$ cat src/rtl/norm_packer.sv
// norm_packer: receiving end of the normalizer output stream.
//
// Two parallel element streams (core 1 and core 2) arrive one element per
// beat. Each stream is collected into a COL-lane vector. A completed vector
// pair goes into a 2-entry output buffer and is presented downstream over a
// valid/ready handshake. The upstream side has no backpressure: a vector that
// completes while the buffer is full, with no pop on the same edge, is dropped
// and the sticky overflow flag is set.
//
// Optional build macro NORM_PACK_SAT_EN: each element is treated as unsigned
// and clamped to 255 before it is packed. When the macro is undefined,
// elements are stored bit-exact.
//
// Ports:
//   clk          single clock
//   reset        asynchronous, active-high reset
//   norm_valid   beat qualifier for psum_norm_1/psum_norm_2
//   psum_norm_1  core-1 normalized element (W_OUT bits)
//   psum_norm_2  core-2 normalized element (W_OUT bits)
//   flush        discard the partially collected vector
//   m_ready      downstream accepts the head vector
//   m_valid      head vector available
//   m_data_1     core-1 vector; lane i at [i*W_OUT +: W_OUT]
//   m_data_2     core-2 vector; same lane layout
//   busy         partial vector in progress (lane count != 0)
//   overflow     sticky: a completed vector was dropped
module norm_packer #(
  parameter int COL   = 8,
  parameter int W_OUT = 16,
  parameter int DEPTH = 2
) (
  input  logic                 clk,
  input  logic                 reset,
  input  logic                 norm_valid,
  input  logic [W_OUT-1:0]     psum_norm_1,
  input  logic [W_OUT-1:0]     psum_norm_2,
  input  logic                 flush,
  input  logic                 m_ready,
  output logic                 m_valid,
  output logic [COL*W_OUT-1:0] m_data_1,
  output logic [COL*W_OUT-1:0] m_data_2,
  output logic                 busy,
  output logic                 overflow
);

  localparam int CW = (COL > 1) ? $clog2(COL) : 1;
  localparam int VW = COL * W_OUT;

  logic [CW-1:0]    cnt;
  logic [VW-1:0]    pack_1, pack_2;
  logic [VW-1:0]    full_1, full_2;
  logic [VW-1:0]    tail_1, tail_2;
  logic [W_OUT-1:0] el_1, el_2;
  logic [1:0]       occ;
  logic             beat, push, pop, buf_full;

`ifdef NORM_PACK_SAT_EN
  // Normalized full scale is 256, so the value range saturates to 8 bits.
  function automatic logic [W_OUT-1:0] sat8(input logic [W_OUT-1:0] v);
    if (v > W_OUT'(255)) return W_OUT'(255);
    return v;
  endfunction

  assign el_1 = sat8(psum_norm_1);
  assign el_2 = sat8(psum_norm_2);
`else
  assign el_1 = psum_norm_1;
  assign el_2 = psum_norm_2;
`endif

  // Pack registers with the current beat merged into lane cnt. This is both
  // the next pack value and, on the final beat, the completed vector, so the
  // push happens on the same edge as the last beat.
  always_comb begin
    full_1 = pack_1;
    full_2 = pack_2;
    full_1[cnt*W_OUT +: W_OUT] = el_1;
    full_2[cnt*W_OUT +: W_OUT] = el_2;
  end

  // flush wins over a coincident beat, including a would-be final beat.
  assign beat     = norm_valid && !flush;
  assign push     = beat && (cnt == CW'(COL - 1));
  assign pop      = m_valid && m_ready;
  assign buf_full = (occ == 2'(DEPTH));

  assign m_valid  = (occ != 2'd0);
  assign busy     = (cnt != '0);

  // Collect stage: lane counter and pack registers.
  always_ff @(posedge clk or posedge reset) begin
    if (reset) begin
      cnt    <= '0;
      pack_1 <= '0;
      pack_2 <= '0;
    end else if (flush) begin
      cnt <= '0;
    end else if (norm_valid) begin
      pack_1 <= full_1;
      pack_2 <= full_2;
      cnt    <= push ? '0 : cnt + CW'(1);
    end
  end

  // Output buffer: m_data_* is the head register itself, tail_* holds the
  // second entry. A pop shifts tail into head, so order is preserved when a
  // push and pop coincide on a full buffer.
  always_ff @(posedge clk or posedge reset) begin
    if (reset) begin
      occ      <= 2'd0;
      m_data_1 <= '0;
      m_data_2 <= '0;
      tail_1   <= '0;
      tail_2   <= '0;
      overflow <= 1'b0;
    end else begin
      if (push && buf_full && !pop) overflow <= 1'b1;
      case (occ)
        2'd0: begin
          if (push) begin
            m_data_1 <= full_1;
            m_data_2 <= full_2;
            occ      <= 2'd1;
          end
        end
        2'd1: begin
          if (push && pop) begin
            m_data_1 <= full_1;
            m_data_2 <= full_2;
          end else if (push) begin
            tail_1 <= full_1;
            tail_2 <= full_2;
            occ    <= 2'd2;
          end else if (pop) begin
            occ <= 2'd0;
          end
        end
        default: begin
          if (pop) begin
            m_data_1 <= tail_1;
            m_data_2 <= tail_2;
            if (push) begin
              tail_1 <= full_1;
              tail_2 <= full_2;
            end else begin
              occ <= 2'd1;
            end
          end
        end
      endcase
    end
  end

endmodule
$ cat config.mk
export PLATFORM = sky130hd
export DESIGN_NAME = norm_packer
export DESIGN_NICKNAME = d
export VERILOG_FILES = /design/src/rtl/norm_packer.sv
export SDC_FILE = /design/constraint.sdc
export NUM_CORES = 2
export LEC_CHECK = 0
export CORE_MARGIN = 3
export CORE_UTILIZATION = 55
export CTS_CLUSTER_DIAMETER = 30
export DETAILED_ROUTE_END_ITERATION = 10
export PLACE_DENSITY = 0.85
export SLEW_MARGIN = 20
export SYNTH_ARGS = -nofsm -noshare
export SYNTH_HDL_FRONTEND = slang
export SYNTH_SLANG_ARGS = --single-unit
$ cat constraint.sdc
create_clock -name clk -period 30.2 [get_ports clk]
set_input_delay 6.04 -clock clk [delete_from_list [all_inputs] [get_ports clk]]
set_output_delay 6.04 -clock clk [all_outputs]
set_load 0.01 [all_outputs]
==> impl_metrics.prom <==
# TYPE chip_impl_metric gauge
chip_impl_info{name="outcome",value="finished clean"} 1
chip_impl_metric{name="holdWs",unit="ns"} 0.474
chip_impl_info{name="post-synth-top-area-cell",value="sky130_fd_sc_hd__dfrtp_1"} 1
chip_impl_metric{name="synth_cell_types",unit=""} 32
chip_impl_metric{name="cp_num_buf_inv",unit=""} 6
chip_impl_metric{name="mappedNetlistNets",unit=""} 3331
chip_impl_metric{name="synth_compound_gate_area_share",unit="%"} 15.9
chip_impl_metric{name="cts_buffer_depth",unit=""} 3
chip_impl_metric{name="post_route_cells_drive_above_1_share",unit="%"} 8.02
chip_impl_metric{name="synth.top_cell.area_share",unit="%"} 58.7
chip_impl_metric{name="synth_edf_count",unit=""} 0
chip_impl_info{name="critical_path.most_common_cell",value="sky130_fd_sc_hd__buf_4"} 1
chip_impl_metric{name="drt_pass1_iterations",unit=""} 6
chip_impl_metric{name="num_vias",unit=""} 26500
chip_impl_info{name="synth-main-ff-cell",value="sky130_fd_sc_hd__dfrtp_1"} 1
chip_impl_metric{name="worstPathArrival",unit="ns"} 10.59
chip_impl_metric{name="synth_xor_xnor_area_share",unit="%"} 0
chip_impl_metric{name="postCtsHoldBufs",unit=""} 0
chip_impl_info{name="cts_root_buffer",value="sky130_fd_sc_hd__clkbuf_16"} 1
chip_impl_metric{name="drt_wl_total",unit="um"} 96400
chip_impl_info{name="worstSetupStartpointType",value="input port"} 1
chip_impl_metric{name="setup-tns-final",unit="ns"} 0
chip_impl_metric{name="final_core_utilization",unit="%"} 69.2
chip_impl_metric{name="placement.io_buffers",unit=""} 295
chip_impl_metric{name="worst-slew-pin-transition",unit="ns"} 1.16
chip_impl_metric{name="cts_repair_resize_count",unit=""} 0
chip_impl_metric{name="grt_first_pass_wirelength",unit="um"} 150000
chip_impl_metric{name="grt_antenna_before_repair",unit=""} 10
chip_impl_metric{name="timing.hold.worst_path_depth",unit=""} 2
chip_impl_metric{name="power.density",unit="nW/um2"} 67.8
chip_impl_metric{name="number_of_top_level_design_ports",unit=""} 296
chip_impl_info{name="synth_area_leaders",value="sky130_fd_sc_hd__dfrtp_1 (59%), sky130_fd_sc_hd__a21oi_1 (7.9%), sky130_fd_sc_hd__o21ai_0 (7.8%)"} 1
chip_impl_metric{name="yosys.area_share.simple",unit="%"} 13.7
chip_impl_info{name="rsz0062_at_grt",value="no"} 1
chip_impl_metric{name="synthMuxAreaShare",unit="%"} 7.72
chip_impl_metric{name="clock_sinks",unit=""} 774
chip_impl_metric{name="setup_viol_count_final",unit=""} 0
chip_impl_metric{name="skew",unit="ns"} 0.0302
chip_impl_metric{name="areaGrowthSynthToFinish",unit="%"} 24.2
chip_impl_metric{name="viasPerCell",unit=""} 6.06
chip_impl_metric{name="achievable-frequency",unit="MHz"} 101
chip_impl_info{name="hold_path_startpoint",value="pack_2[81]"} 1
chip_impl_metric{name="die_w",unit="um"} 251
chip_impl_metric{name="ys.warnings.count",unit=""} 0
chip_impl_metric{name="r2r.worst_path.cells",unit=""} 9
chip_impl_metric{name="final.setup.worst_slack",unit="ns"} 20.32
chip_impl_metric{name="syn_avg_cell_area",unit="um2"} 10.0
chip_impl_metric{name="final.min_clock_period",unit="ns"} 9.88
chip_impl_metric{name="finalHoldViolations",unit=""} 0
chip_impl_metric{name="timing.critical_path.fanout_max",unit=""} 173
chip_impl_info{name="critical_path.cell_chain",value="clkdlybuf4s50_1, inv_8, buf_4, buf_4, buf_12, buf_4"} 1
chip_impl_metric{name="tritoncts_buffers",unit=""} 135
chip_impl_metric{name="finalPower",unit="mW"} 2.78
chip_impl_info{name="post_synth_most_frequent_cells",value="sky130_fd_sc_hd__dfrtp_1 (774), sky130_fd_sc_hd__a21oi_1 (518), sky130_fd_sc_hd__o21ai_0 (512)"} 1
chip_impl_metric{name="die_area",unit="um2"} 63000
chip_impl_metric{name="dpl.hpwl",unit="um"} 54600
chip_impl_metric{name="num_rows",unit=""} 89
chip_impl_metric{name="skew_pair_late_insertion_delay",unit="ns"} 0.72
chip_impl_metric{name="synth_adder_area_share",unit="%"} 0.265
chip_impl_metric{name="grt_overflow",unit=""} 0
chip_impl_metric{name="nFillCells",unit=""} 4010
chip_impl_metric{name="grt_max_degree",unit=""} 301
chip_impl_info{name="synth_most_common_cell",value="sky130_fd_sc_hd__dfrtp_1"} 1
chip_impl_info{name="crit_slowest_cell",value="sky130_fd_sc_hd__buf_4"} 1
chip_impl_info{name="worst_r2r_startpoint",value="cnt[1]"} 1
chip_impl_metric{name="floorplan.die.height",unit="um"} 251
chip_impl_metric{name="fin_area",unit="um2"} 41000
chip_impl_info{name="min_path_type",value="reg -> reg"} 1
chip_impl_info{name="worst-setup-path-type",value="in -> async"} 1
chip_impl_metric{name="total_number_of_h_tree_levels",unit=""} 4
chip_impl_metric{name="share_of_the_clock_period_used_by_the_worst_path",unit="%"} 32.7
chip_impl_metric{name="relative_max_transition_margin",unit="%"} 22.6
chip_impl_metric{name="worst_ep_required_time",unit="ns"} 30.91
chip_impl_metric{name="max_cap_violations",unit=""} 0
chip_impl_metric{name="synth_instances",unit=""} 3287
chip_impl_metric{name="drt_drc_violations_left",unit=""} 0
chip_impl_info{name="cp_top_family",value="buffers and inverters"} 1
chip_impl_metric{name="postCtsSetupRepairBufs",unit=""} 0
chip_impl_metric{name="synth_seq_area_share",unit="%"} 58.7
chip_impl_metric{name="final_cell_count_no_fill",unit=""} 4369
chip_impl_metric{name="place_worst_setup_slack",unit="ns"} 19.40
chip_impl_metric{name="slew_limit_fails",unit=""} 0
chip_impl_metric{name="timing.critical_path.depth",unit=""} 6
chip_impl_info{name="worstSetupEndpointType",value="asynchronous set/reset pin"} 1
chip_impl_metric{name="p_leak",unit="nW"} 19.2
chip_impl_metric{name="timing.critical_path.slowest_cell_delay",unit="ns"} 0.87
chip_impl_metric{name="ffs_w_async_s_r_synth",unit="%"} 100
chip_impl_metric{name="track_usage",unit="%"} 30.4
chip_impl_metric{name="gp_routability_congestion",unit=""} 0.797
chip_impl_metric{name="dr.first_iter.drc_count",unit=""} 2856
chip_impl_metric{name="core",unit="um2"} 59200
chip_impl_info{name="crit_path_start",value="reset"} 1
chip_impl_metric{name="worst_setup_hold_path_clk_slew",unit="ns"} 0.04
chip_impl_metric{name="start_util",unit="%"} 55.7
chip_impl_metric{name="worst_ir_drop_vdd",unit="mV"} 0.0587
chip_impl_metric{name="final_antenna_net_count",unit=""} 0
chip_impl_metric{name="placedCellCount",unit=""} 4115
chip_impl_metric{name="fin_nets",unit=""} 3526
chip_impl_metric{name="dpl_cell_area",unit="um2"} 36100
chip_impl_metric{name="avgRoutedWirePerCell",unit="um"} 22.1
chip_impl_metric{name="first_global_vias",unit=""} 26300
chip_impl_metric{name="synth.ff_latch_count",unit=""} 774
chip_impl_info{name="cts_tree",value="yes"} 1
chip_impl_metric{name="synth.cell_area",unit="um2"} 33000
chip_impl_info{name="largest_family_of_logic_cells_by_synthesized_area",value="compound AO/OA/AOI/OAI gates"} 1
[kinds of logic after synthesis]
logic type / Yosys count
mux: 254
fa+ha+maj: 7
flops: 774
buf+inv: 284
compound gates: 1038
simple gates: 930
[registers in the layout, summed over array words and instances, names as in the netlist]
| register | cells |
|---|---|
| tail_2 | 128 |
| m_data_1 | 128 |
| pack_2 | 128 |
| pack_1 | 128 |
| overflow | 1 |
| occ | 2 |
| cnt | 3 |
| m_data_2 | 128 |
| tail_1 | 128 |
[report_power, final]
part	total [mW]	switching, mW	leakage (nW)	internal, mW
clock network	1.58	0.543	2.31	1.04
logic	0.126	0.0925	6.10	0.0337
registers	1.07	0.0113	10.8	1.06
[layer usage]
metal | track usage [%] | routed length (um) | up-vias
li1 | - | - | 11800
met2 | 48.4 | 45700 | 1263
met3 | 8.07 | 8410 | 291
met1 | 38.7 | 37400 | 13100
met5 | 0 | 12 | -
met4 | 15.8 | 4960 | 2
[worst min-delay path: cells and delay by family, from the launching register on]
family | cells | cell delay [ns]
DFF | 1 | 0.33
and+or+nand+nor | 1 | 0.04
AOI/OAI and AO/OA | 1 | 0.06
[worst paths after layout]
check / endpoint / slack [ns]
min in group asynchronous: m_data_2[50] / 5.85
hold reg to reg: pack_2[81] / 0.47
setup reg to reg: tail_1[39] / 25.70
hold / removal: pack_2[81] / 0.47
max in group clk: tail_1[39] / 20.93
setup / recovery: tail_2[30] / 20.32
[area by class of cell]
class	instances	area [um2]	area share, %
antenna	4	10.0	0.0244
clock buffer	164	3610	8.81
clock inverter	83	1160	2.83
inverter	11	48.8	0.119
multi-input combinational	2229	12500	30.5
sequential	774	19400	47.3
tap	773	967	2.36
timing repair buffer	331	3330	8.14
[cells in the final DEF (no fill, tap or decap), types with 9 or more instances in the layout]
master,netlist,final
sky130_fd_sc_hd__a21oi_1,518,518
sky130_fd_sc_hd__and2_1,126,123
sky130_fd_sc_hd__and3_1,258,258
sky130_fd_sc_hd__buf_4,6,27
sky130_fd_sc_hd__bufinv_16,0,21
sky130_fd_sc_hd__clkbuf_1,149,19
sky130_fd_sc_hd__clkbuf_16,0,137
sky130_fd_sc_hd__clkdlybuf4s50_1,0,294
sky130_fd_sc_hd__clkinv_2,0,24
sky130_fd_sc_hd__clkinv_4,0,9
sky130_fd_sc_hd__clkinvlp_4,0,11
sky130_fd_sc_hd__dfrtp_1,774,773
sky130_fd_sc_hd__inv_1,11,10
sky130_fd_sc_hd__mux2i_1,251,251
sky130_fd_sc_hd__nand2_1,260,258
sky130_fd_sc_hd__nor2_1,265,264
sky130_fd_sc_hd__o21ai_0,512,512
Note: power is estimated with default switching activity, not from simulation.
